<file path="config.mk">
export PLATFORM = sky130hd
export DESIGN_NAME = dma_rr_dscrptr_arbiter_flat
export DESIGN_NICKNAME = d
export VERILOG_FILES = /design/src/rtl/dma_rr_dscrptr_arbiter_if.sv /design/src/rtl/dma_rr_dscrptr_arbiter.sv /design/src/flat_wrapper.sv
export SDC_FILE = /design/constraint.sdc
export NUM_CORES = 1
export LEC_CHECK = 0
export ABC_CLOCK_PERIOD_IN_PS = 4400
export CORE_MARGIN = 2
export CORE_UTILIZATION = 25
export CTS_CLUSTER_SIZE = 10
export DETAILED_ROUTE_END_ITERATION = 8
export DONT_BUFFER_PORTS = 1
export RECOVER_POWER = 100
export SLEW_MARGIN = 20
export SYNTH_ARGS = -nofsm -noshare
export SYNTH_HDL_FRONTEND = slang
export SYNTH_SLANG_ARGS = --single-unit
</file>
<file path="constraint.sdc">
create_clock -name clock -period 4.4 [get_ports clock]
set_input_delay 1.1 -clock clock [delete_from_list [all_inputs] [get_ports clock]]
set_output_delay 1.1 -clock clock [all_outputs]
set_load 0.01 [all_outputs]
</file>
<file path="src/rtl/dma_rr_dscrptr_arbiter_if.sv">
// Handshake bundle between one priority level's descriptor-valid logic,
// its round-robin arbiter, and the fixed-priority arbiter.
interface dma_rr_dscrptr_arbiter_if #(
   parameter int NUM_OF_BDS       = 4,
   parameter int NUM_OF_BDS_WIDTH = 2
);
   logic [NUM_OF_BDS-1:0]       dscrptrReq;
   logic                        strReq;
   logic                        reqEn;
   logic                        flush;
   logic                        req;
   logic [NUM_OF_BDS_WIDTH-1:0] intDscrptrNum;
   logic                        strDscrptr;

   // master: the round-robin arbiter that owns the registered candidate
   modport master (
      input  dscrptrReq, strReq, reqEn, flush,
      output req, intDscrptrNum, strDscrptr
   );

   modport slave (
      output dscrptrReq, strReq, reqEn, flush,
      input  req, intDscrptrNum, strDscrptr
   );
endinterface

</file>
<file path="src/rtl/dma_rr_dscrptr_arbiter.sv">
// Round-robin arbiter for one DMA priority level: alternates the stream source with
// a rotating scan of internal descriptors and offers one registered candidate upstream.
module dma_rr_dscrptr_arbiter #(
   parameter int NUM_OF_BDS       = 4,
   parameter int NUM_OF_BDS_WIDTH = 2,
   parameter int STR_EN           = 1
) (
   input logic                       clock,
   input logic                       resetn,
   dma_rr_dscrptr_arbiter_if.master  arbIf
);
   localparam logic [0:0] SCAN  = 1'b0;
   localparam logic [0:0] OFFER = 1'b1;

   localparam logic [NUM_OF_BDS_WIDTH-1:0] LAST_IDX = NUM_OF_BDS_WIDTH'(NUM_OF_BDS - 1);
   localparam logic [NUM_OF_BDS_WIDTH-1:0] ONE_IDX  = NUM_OF_BDS_WIDTH'(1);

   logic [0:0]                  state;
   logic                        reqReg;
   logic [NUM_OF_BDS_WIDTH-1:0] intNumReg;
   logic                        strReg;
   logic [NUM_OF_BDS_WIDTH-1:0] ptr;
   logic                        lastStr;

   logic                        intFound;
   logic [NUM_OF_BDS_WIDTH-1:0] intSel;
   logic                        strCand;
   logic                        pickStr;
   logic                        withdrawn;

   // Rotating scan split in two passes (ptr..top, then 0..ptr-1) so the wrap
   // happens at NUM_OF_BDS even when it is not a power of two.
   always_comb begin
      // NOTE: every always_comb output gets a default first; a path that skips an assignment would infer a latch.
      intFound = 1'b0;
      intSel   = '0;
      for (int j = 0; j < NUM_OF_BDS; j++) begin
         if (!intFound && arbIf.dscrptrReq[j] && (j >= int'(ptr))) begin
            intFound = 1'b1;
            intSel   = j[NUM_OF_BDS_WIDTH-1:0];
         end
      end
      for (int j = 0; j < NUM_OF_BDS; j++) begin
         if (!intFound && arbIf.dscrptrReq[j] && (j < int'(ptr))) begin
            intFound = 1'b1;
            intSel   = j[NUM_OF_BDS_WIDTH-1:0];
         end
      end
   end

   assign strCand   = (STR_EN != 0) && arbIf.strReq;
   assign pickStr   = strCand && (!intFound || !lastStr);
   assign withdrawn = strReg ? !strCand : !arbIf.dscrptrReq[intNumReg];

   always_ff @(posedge clock or negedge resetn) begin
      if (!resetn) begin
         state     <= SCAN;
         reqReg    <= 1'b0;
         intNumReg <= '0;
         strReg    <= 1'b0;
         ptr       <= '0;
         lastStr   <= 1'b0;
      end else begin
         // NOTE: sequential state uses non-blocking assignments so every register samples pre-edge values.
         case (state)
            SCAN: begin
               if (arbIf.flush) begin
                  intNumReg <= '0;
                  strReg    <= 1'b0;
                  ptr       <= '0;
                  lastStr   <= 1'b0;
               end else if (intFound || strCand) begin
                  reqReg    <= 1'b1;
                  strReg    <= pickStr;
                  intNumReg <= pickStr ? '0 : intSel;
                  state     <= OFFER;
               end
            end
            OFFER: begin
               if (arbIf.flush) begin
                  reqReg    <= 1'b0;
                  intNumReg <= '0;
                  strReg    <= 1'b0;
                  ptr       <= '0;
                  lastStr   <= 1'b0;
                  state     <= SCAN;
               end else if (arbIf.reqEn) begin
                  // Grant wins over a simultaneous withdraw: upstream already latched the candidate.
                  if (strReg) begin
                     lastStr <= 1'b1;
                  end else begin
                     ptr     <= (intNumReg == LAST_IDX) ? '0 : intNumReg + ONE_IDX;
                     lastStr <= 1'b0;
                  end
                  reqReg <= 1'b0;
                  state  <= SCAN;
               end else if (withdrawn) begin
                  reqReg <= 1'b0;
                  state  <= SCAN;
               end
            end
            default: begin
               reqReg <= 1'b0;
               state  <= SCAN;
            end
         endcase
      end
   end

   assign arbIf.req           = reqReg;
   assign arbIf.intDscrptrNum = intNumReg;
   assign arbIf.strDscrptr    = strReg;
endmodule
</file>
<file path="src/flat_wrapper.sv">
// flat-port wrapper written by rule: the top's interface ports become plain ports
module dma_rr_dscrptr_arbiter_flat 
#(
   parameter int NUM_OF_BDS       = 4,
   parameter int NUM_OF_BDS_WIDTH = 2,
   parameter int STR_EN           = 1
)
  (clock, resetn, arbIf_dscrptrReq, arbIf_strReq, arbIf_reqEn, arbIf_flush, arbIf_req, arbIf_intDscrptrNum, arbIf_strDscrptr);
  dma_rr_dscrptr_arbiter_if #(.NUM_OF_BDS(NUM_OF_BDS), .NUM_OF_BDS_WIDTH(NUM_OF_BDS_WIDTH)) arbIf_i ();
  input logic clock;
  input logic resetn;
  input wire logic [$bits(arbIf_i.dscrptrReq)-1:0] arbIf_dscrptrReq;
  input wire logic [$bits(arbIf_i.strReq)-1:0] arbIf_strReq;
  input wire logic [$bits(arbIf_i.reqEn)-1:0] arbIf_reqEn;
  input wire logic [$bits(arbIf_i.flush)-1:0] arbIf_flush;
  output wire logic [$bits(arbIf_i.req)-1:0] arbIf_req;
  output wire logic [$bits(arbIf_i.intDscrptrNum)-1:0] arbIf_intDscrptrNum;
  output wire logic [$bits(arbIf_i.strDscrptr)-1:0] arbIf_strDscrptr;
  assign arbIf_i.dscrptrReq = arbIf_dscrptrReq;
  assign arbIf_i.strReq = arbIf_strReq;
  assign arbIf_i.reqEn = arbIf_reqEn;
  assign arbIf_i.flush = arbIf_flush;
  assign arbIf_req = arbIf_i.req;
  assign arbIf_intDscrptrNum = arbIf_i.intDscrptrNum;
  assign arbIf_strDscrptr = arbIf_i.strDscrptr;
  dma_rr_dscrptr_arbiter #(.NUM_OF_BDS(NUM_OF_BDS), .NUM_OF_BDS_WIDTH(NUM_OF_BDS_WIDTH), .STR_EN(STR_EN)) u_core (.clock(clock), .resetn(resetn), .arbIf(arbIf_i));
endmodule
</file>
After elaboration in Yosys (flattened, before gate mapping)
Index checks and enable logic that the tools add are counted.
{ "totals": {"ff_bits": 8, "inputBits": 9, "output_inout_bits": 4, "elab_cells": 99} }
{ "op_classes": {"addsub": 1, "order_cmp": 7, "eq_ne": 9, "n_mux": 46, "bitwise": 1, "n_reduce_logical": 29} }
{ "op_table": {"columns": ["cell", "n"], "rows": [
  ["$mux 1", 26],
  ["$mux 2", 13],
  ["$logic_and 1x1->1", 13],
  ["$logic_not 1->1", 10],
  ["$pmux 1 s2", 4],
  ["$pmux 2 s2", 2],
  ["$ne 2x2->1 const B", 3],
  ["$ne 3x3->1 const B", 2],
  ["$reduce_and 3->1", 2],
  ["$ge 1x2->1 const A", 2],
  ["$lt 1x2->1 const A", 2],
  ["$ne 4x4->1 const B", 1],
  ["$reduce_and 2->1", 2],
  ["$lt 2x3->1 const B", 1],
  ["$ne 3x2->1 const B", 1],
  ["$add 2x1->2 const B", 1],
  ["$bmux 1 s2", 1],
  ["$eq 2x2->1 const B", 1],
  ["$ge 2x2->1 const A", 1],
  ["$logic_or 1x1->1", 2],
  ["$lt 2x2->1 const A", 1],
  ["$ne 2x1->1 const B", 1],
  ["$not 1->1", 1]
]} }

Longest topological paths before layout
Gate-level depths: netlist of run 1.
{ "depth": {"ltp_word": 33, "ltp_mapped": 4, "depth_no_buf": 4} }

Worst setup path after synthesis of run 1
Ideal clock, no wire load.
{ "synth_timing": {"path_type": "in2reg", "startpoint": "in arbIf_dscrptrReq[2]", "endpoint": "reg u_core.state", "setup_time_ps": 136, "t_arrival_ps": 1989, "required_ps": 4264, "setup_slack_ps": 2275, "path_stages": 4, "n_path_buf": 0, "path_cell_list": "mux4_1 > nor2b_1 > a211oi_2 > nor4b_1"} }
{ "synth_between": {"elab_chain_len": 22, "elab_cells_between_ends": 29, "classes_between": "mux (14); reduce/logical (15)"} }
{ "synth_lines": {"columns": ["item", "line", "rtl"], "rows": [
  ["start, declared", "flat_wrapper.sv:12", "input wire logic [$bits(arbIf_i.dscrptrReq)-1:0] arbIf_dscrptrReq;"],
  ["$logic_and 1x1->1 (2 in series)", "dma_rr_dscrptr_arbiter.sv:38", "if (!intFound && arbIf.dscrptrReq[j] && (j >= int'(ptr))) begin"],
  ["$mux 1", "dma_rr_dscrptr_arbiter.sv:38", null],
  ["$logic_not 1->1", "dma_rr_dscrptr_arbiter.sv:38", null],
  ["$logic_and 1x1->1", "dma_rr_dscrptr_arbiter.sv:38", null],
  ["$mux 1", "dma_rr_dscrptr_arbiter.sv:38", null],
  ["$logic_not 1->1", "dma_rr_dscrptr_arbiter.sv:44", "if (!intFound && arbIf.dscrptrReq[j] && (j < int'(ptr))) begin"],
  ["$logic_and 1x1->1 (2 in series)", "dma_rr_dscrptr_arbiter.sv:44", null],
  ["$mux 1", "dma_rr_dscrptr_arbiter.sv:44", null],
  ["[... 3 more ...]", null, null],
  ["$mux 1", "dma_rr_dscrptr_arbiter.sv:44", null],
  ["$logic_not 1->1", "dma_rr_dscrptr_arbiter.sv:44", null],
  ["$logic_and 1x1->1 (2 in series)", "dma_rr_dscrptr_arbiter.sv:44", null],
  ["$mux 1", "dma_rr_dscrptr_arbiter.sv:44", null],
  ["$logic_or 1x1->1", "dma_rr_dscrptr_arbiter.sv:72", "end else if (intFound || strCand) begin"],
  ["$mux 1", "dma_rr_dscrptr_arbiter.sv:72", null],
  ["$mux 1", "dma_rr_dscrptr_arbiter.sv:67", "if (arbIf.flush) begin"],
  ["$pmux 1 s2 *", "dma_rr_dscrptr_arbiter.sv:65", "case (state)"],
  ["end signal, assigned", "dma_rr_dscrptr_arbiter.sv:57", "state <= SCAN;"],
  ["end signal, assigned", "dma_rr_dscrptr_arbiter.sv:76", "state <= OFFER;"],
  ["end signal, assigned", "dma_rr_dscrptr_arbiter.sv:86", "state <= SCAN;"],
  ["end, declared", "dma_rr_dscrptr_arbiter.sv:18", "logic [0:0] state;"]
]} }
Every way passes the cells marked *; elsewhere a longest branch is shown, timed or not. The select of a mux whose other input is x is not followed.
A chain may end at the register's enable or synchronous reset.

Final worst setup path of run 1
Same ends and word-level chain as after synthesis.

==> impl_metrics.csv, run 1 <==
group,metric,value,unit
outcome,status,"completed",
drt,detail_route.wl_per_cell,13.0,um
worst_setup_path,start_kind,"primary input",
layout,fillers,217,
sta,setup_viol,0,
global_routing,grt_overflow_total,0,
sta,hold_violations,0,
power_and_ir_drop,vdd_drop_max,0.0997,mV
worst_setup_path,cp_max_fo,6,
cts,cts_buffers,3,
power_and_ir_drop,p_per_area,302,nW/um^2
floorplanning,die_w,48.6,um
sta,post-route-period-util,46.0,%
cts,cts_tree,"done",
floorplanning,start_util,25.8,%
cts,ctsResizeCount,0,
drt,via_per_inst,4.95,
floorplanning,core_area,1920,sq um
yosys,ys_warn_count,0,
yosys,synth-seq-cells,8,
yosys,ys_types,25,
cts,cts_root_buffer,"clkbuf_4",
global_routing,antenna_found_initial,0,
cts,clock-sinks,8,
placed_design,placed_area,527,sq um
worst_setup_path,cp.required,4520,ps
worst_setup_path,end_kind,"register",
yosys,synth_top_area_cell,"dfrtp_1",
yosys,syn-num-nets,66,
worst_setup_path,worstReg2RegStart,"u_core.arbIf.intDscrptrNum[1]",
yosys,synth-edff-count,0,
drt,drtIter0Drc,10,
worst_setup_path,crit_start,"arbIf_dscrptrReq[2]",
floorplanning,ios,13,
sta,drv_slew,0,
sta,rsz0062_at_grt,"no",
worst_setup_path,cp.arrival,2150,ps
cts,cts_max_level,1,
placed_design,port_buffers,0,
cts,clk_latency,250,ps
drt,wl,1100,um
drt,dr_wl_met2,481,um
worst_hold_path,hold_class,"in2async",
drt,wl_met1,534,um
yosys,yosysSeqAreaShare,40.3,%
drt,ant_nets,0,
layout,final_nets,70,
placed_design,gp_congestion,0.747,
layout,drive_gt1_share,5.17,%
yosys,netlist_top_cells_area,"dfrtp_1, a21oi_1, nand2_1, mux4_1, o21ai_0",
worst_setup_path,critical_path_class,"in2reg",
drt,drc,0,
yosys,synth_top_flop_cell,"dfrtp_1",
global_routing,grt_max_degree,10,
yosys,synth_area_per_cell,8.87,sq um
yosys,netlist.area_leader.share,40.3,%
drt,vias,421,
floorplanning,die_h,48.6,um
yosys,async_reset_ff_share,100,%
cts,post_cts_buffers,0,
power_and_ir_drop,total_power,0.000163,W
cts,clk_pin_slew,50,ps
layout,final_util,28.1,%
drt,drt_pre_antenna_iters,4,
sta,tns,0,ps
sta,tightest_slew,331,ps
cts,holdBufCountCts,0,
power_and_ir_drop,power_leakage,0.207,nW
layout,finalInstanceArea,541,sq um
flow_run,cap_violations,0,
sta,finalClockSkew,7.21,ps
global_routing,grt.total_usage,10.4,%
layout,antenna_cells,0,
drt,top_layer,"met4",
drt,dr_wl_met3,70,um
floorplanning,dieArea,2360,sq um
global_routing,grt_pass1_vias,418,
placed_design,hpwl,876,um
global_routing,grt_pass1_wl,1870,um
floorplanning,num_rows,16,
sta,fmax,0.494,GHz
cts,clockBufferDepth,2,
yosys,netlist_area,497,sq um
layout,syn2layout_area_growth,8.82,%
sta,period_needed,2020,ps
yosys,synthCells,56,
sta,max_slew_margin,77.8,%
## where the power goes
group          switching, W  internal (W)
clock             0.0000235     0.0000311
sequential       0.00000935     0.0000793
combinational    0.00000973     0.0000100
total             0.0000426      0.000120
## logic make-up (layout without fill, tap and decap cells)
logic type / Yosys count / count (layout) / synth area share, %
and+or+nand+nor: 22 / 22 / 23.7
AOI/OAI and AO/OA: 20 / 20 / 23.9
DFF: 8 / 8 / 40.3
buffers and inverters: 3 / 5 / 2.27
muxes: 2 / 2 / 7.31
adders and majority gates: 1 / 1 / 2.52
## worst max-delay path, stage by stage
cell      delay [ps]
mux4_1           470
nor2b_1          140
a211oi_1         330
nor4b_1          100
## per-layer routing
| layer | global-route usage, % | vias to the layer above |
|---|---|---|
| met5 | 0 | - |
| met4 | 5.71 | 0 |
| met3 | 4.01 | 2 |
| met2 | 15.5 | 11 |
| met1 | 13.0 | 190 |
| li1 | - | 218 |
## state kept, by name (all words and copies together) (netlist names)
| register | cells |
|---|---|
| u_core.arbIf.intDscrptrNum | 2 |
| u_core.arbIf.req | 1 |
| u_core.arbIf.strDscrptr | 1 |
| u_core.lastStr | 1 |
| u_core.ptr | 2 |
| u_core.state | 1 |
## metrics by stage
| step | setup WS (ps) | cells | hold slack, ps |
|---|---|---|---|
| floorplan | 2280 | 56 | 519 |
| global placement | 2190 | 82 | 544 |
| detailed placement | 2190 | 82 | 576 |
| CTS | 2450 | 85 | 532 |
| global route | 2270 | 85 | 526 |
| finish | 2380 | 85 | 537 |
## synth_stat cells, drive strengths merged, types with 2 or more instances
library cell  instances
inv                   2
nor2                  3
o21ai                 5
nand2                 8
nand2b                2
a21oi                 9
or4                   2
dfrtp                 8
o22ai                 2
## final timing paths
path	endpoint	cells past startpoint	slack (ps)
worst max-delay path	u_core.state	4	2380
worst min-delay path	u_core.arbIf.strDscrptr	0	540
worst max register to register	u_core.state	4	2660
worst min register to register	u_core.ptr[0]	2	580
max in group asynchronous	u_core.arbIf.intDscrptrNum[1]	0	3790
min in group clock	u_core.ptr[0]	2	580
## area by class of cell
cell class,instances,area [sq um],share of cell area (%)
Multi-Input combinational cell,45,277,51.2
Sequential cell,8,200,37.0
Tap cell,27,33.8,6.25
Clock buffer,3,22.5,4.17
Inverter,2,7.51,1.39
## cells in the final DEF, fill, tap and decap left out, types with 2 or more instances in the layout
master / Yosys / layout
o21ai_0: 5 / 5
o22ai_1: 2 / 2
nand2_1: 8 / 8
or4_1: 1 / 2
inv_1: 2 / 2
dfrtp_1: 8 / 8
clkbuf_4: 0 / 3
a21oi_1: 9 / 9
nor2_1: 3 / 3
nand2b_1: 2 / 2
Power figures use the tool's default switching activity.
==> run 2: changes to the inputs <==
ABC_CLOCK_PERIOD_IN_PS = 1700   (was 4400)
clock period = 1.7 ns   (was 4.4 ns; I/O delays follow)
==> impl_metrics.csv, run 2 (synthesized netlist as in run 1, its figures left out) <==
group,metric,value,unit
outcome,status,"completed",
layout,drive_gt1_share,6.67,%
sta,period_needed,1530,ps
placed_design,placed_area,534,sq um
drt,wl,1090,um
sta,max_slew_margin,76.0,%
cts,post_cts_buffers,0,
layout,final_nets,72,
cts,clockBufferDepth,2,
cts,cts_max_level,1,
floorplanning,ios,13,
power_and_ir_drop,vdd_drop_max,0.305,mV
global_routing,grt_pass1_wl,1950,um
power_and_ir_drop,seqPwrFrac,53.5,%
sta,post-route-period-util,90.3,%
layout,syn2layout_area_growth,12.6,%
sta,rsz0062_at_grt,"no",
floorplanning,dieArea,2360,sq um
layout,finalNonFillerCells,87,
flow_run,cap_violations,0,
sta,tns,0,ps
drt,via_per_inst,5.17,
global_routing,grt.total_usage,10.8,%
worst_setup_path,end_kind,"register",
layout,mostFrequentLayoutCells,"a21oi_1, nand2_1, dfrtp_1",
drt,vias,450,
sta,tightest_slew,357,ps
layout,antenna_cells,0,
sta,hold_violations,0,
power_and_ir_drop,power_leakage,0.213,nW
worst_setup_path,cp.arrival,1660,ps
sta,setup_viol,0,
worst_setup_path,cp.required,1820,ps
floorplanning,core_area,1920,sq um
floorplanning,die_w,48.6,um
worst_setup_path,r2r_setup_slack,170,ps
drt,drt_pre_antenna_iters,4,
sta,drv_slew,0,
placed_design,placedCellCount,83,
drt,ant_nets,0,
layout,finalInstanceArea,559,sq um
global_routing,grt_max_degree,10,
cts,cts_buffers,3,
power_and_ir_drop,internal_power,0.000314,W
global_routing,grt_pass1_vias,449,
floorplanning,die_h,48.6,um
placed_design,gp_congestion,0.869,
floorplanning,num_rows,16,
power_and_ir_drop,combPwrFrac,14.1,%
cts,clock-sinks,8,
cts,clk_latency,250,ps
layout,layout_commonest_cell,"a21oi_1",
drt,detail_route.wl_per_cell,12.6,um
cts,ctsResizeCount,0,
layout,fillers,222,
worst_hold_path,hold_class,"in2reg",
worst_setup_path,critical_path_class,"reg2reg",
global_routing,antenna_found_initial,0,
power_and_ir_drop,total_power,0.000425,W
floorplanning,start_util,25.8,%
power_and_ir_drop,p_sw,0.000111,W
sta,finalClockSkew,4.84,ps
power_and_ir_drop,p_per_area,760,nW/um^2
placed_design,hpwl,863,um
cts,cts_root_buffer,"clkbuf_4",
cts,cts_tree,"done",
global_routing,grt_overflow_total,0,
cts,holdBufCountCts,1,
power_and_ir_drop,pwr-share-clk,32.3,%
cts,clk_pin_slew,50,ps
drt,drc,0,
worst_setup_path,start_kind,"register",
power_and_ir_drop,power.switching_fraction,26.1,%
placed_design,port_buffers,0,
sta,fmax,0.652,GHz
worst_setup_path,cp_max_fo,2,
layout,final_util,29.1,%
drt,drtIter0Drc,18,
## run 2: cell count changes in the layout (fill, tap and decap cells not counted), sizes merged
cell	change
clkbuf	+1
dlygate4sd3	+1
## run 2: final timing paths
kind / startpoint / endpoint / cells past startpoint
hold / removal: arbIf_flush / u_core.ptr[0] / 1
setup reg to reg: u_core.arbIf.intDscrptrNum[1] / u_core.state / 4
setup / recovery: u_core.arbIf.intDscrptrNum[1] / u_core.state / 4
hold reg to reg: u_core.lastStr / u_core.lastStr / 2
max in group asynchronous: resetn / u_core.arbIf.strDscrptr / 1
min in group asynchronous: resetn / u_core.state / 1
## run 2: metrics by stage
step | worst slack (ps) | hold WS, ps
floorplan | 179 | 129
global placement | 166 | 130
detailed placement | 173 | 130
CTS | 156 | 225
global route | 111 | 218
finish | 166 | 232
## run 2: final cells by class
class	instances	area, sq um	area share (%)
Timing Repair Buffer	2	13.8	2.46
Tap cell	27	33.8	6.04
Clock buffer	3	22.5	4.03
Sequential cell	8	200	35.8
Multi-Input combinational cell	45	282	50.3
Inverter	2	7.51	1.34
## run 2: per-layer routing
| metal | part of all wire (%) | GRT usage (%) | vias up |
|---|---|---|---|
| met2 | 46 | 16.0 | 18 |
| met1 | 46 | 13.3 | 212 |
| met3 | 6.6 | 3.70 | 2 |
| met5 | 0 | 0 | - |
| li1 | - | - | 218 |
| met4 | 1.2 | 7.14 | 0 |
## run 2: worst max-delay path, cell delays in order (launching register included)
cell and delay, ps:
dfrtp_1 350, mux4_1 570, nor2b_1 160, a211oi_2 240, nor4b_1 90
## run 2: power by group through the flow
| stage | registers (W) | logic, W | clock network (W) |
|---|---|---|---|
| after detailed placement | 0.000231 | 0.0000557 | 0 |
| final | 0.000228 | 0.0000601 | 0.000137 |
| after global routing | 0.000230 | 0.0000681 | 0.000159 |
| after global placement | 0.000230 | 0.0000555 | 0 |
| after CTS | 0.000227 | 0.0000617 | 0.000143 |
| after floorplan | 0.000226 | 0.0000479 | 0 |
==> run 3: changes to the inputs <==
ABC_CLOCK_PERIOD_IN_PS = unset   (was 1700)
==> results of run 3 <==
No change in the layout: final DEF, timing and power equal those of run 2.
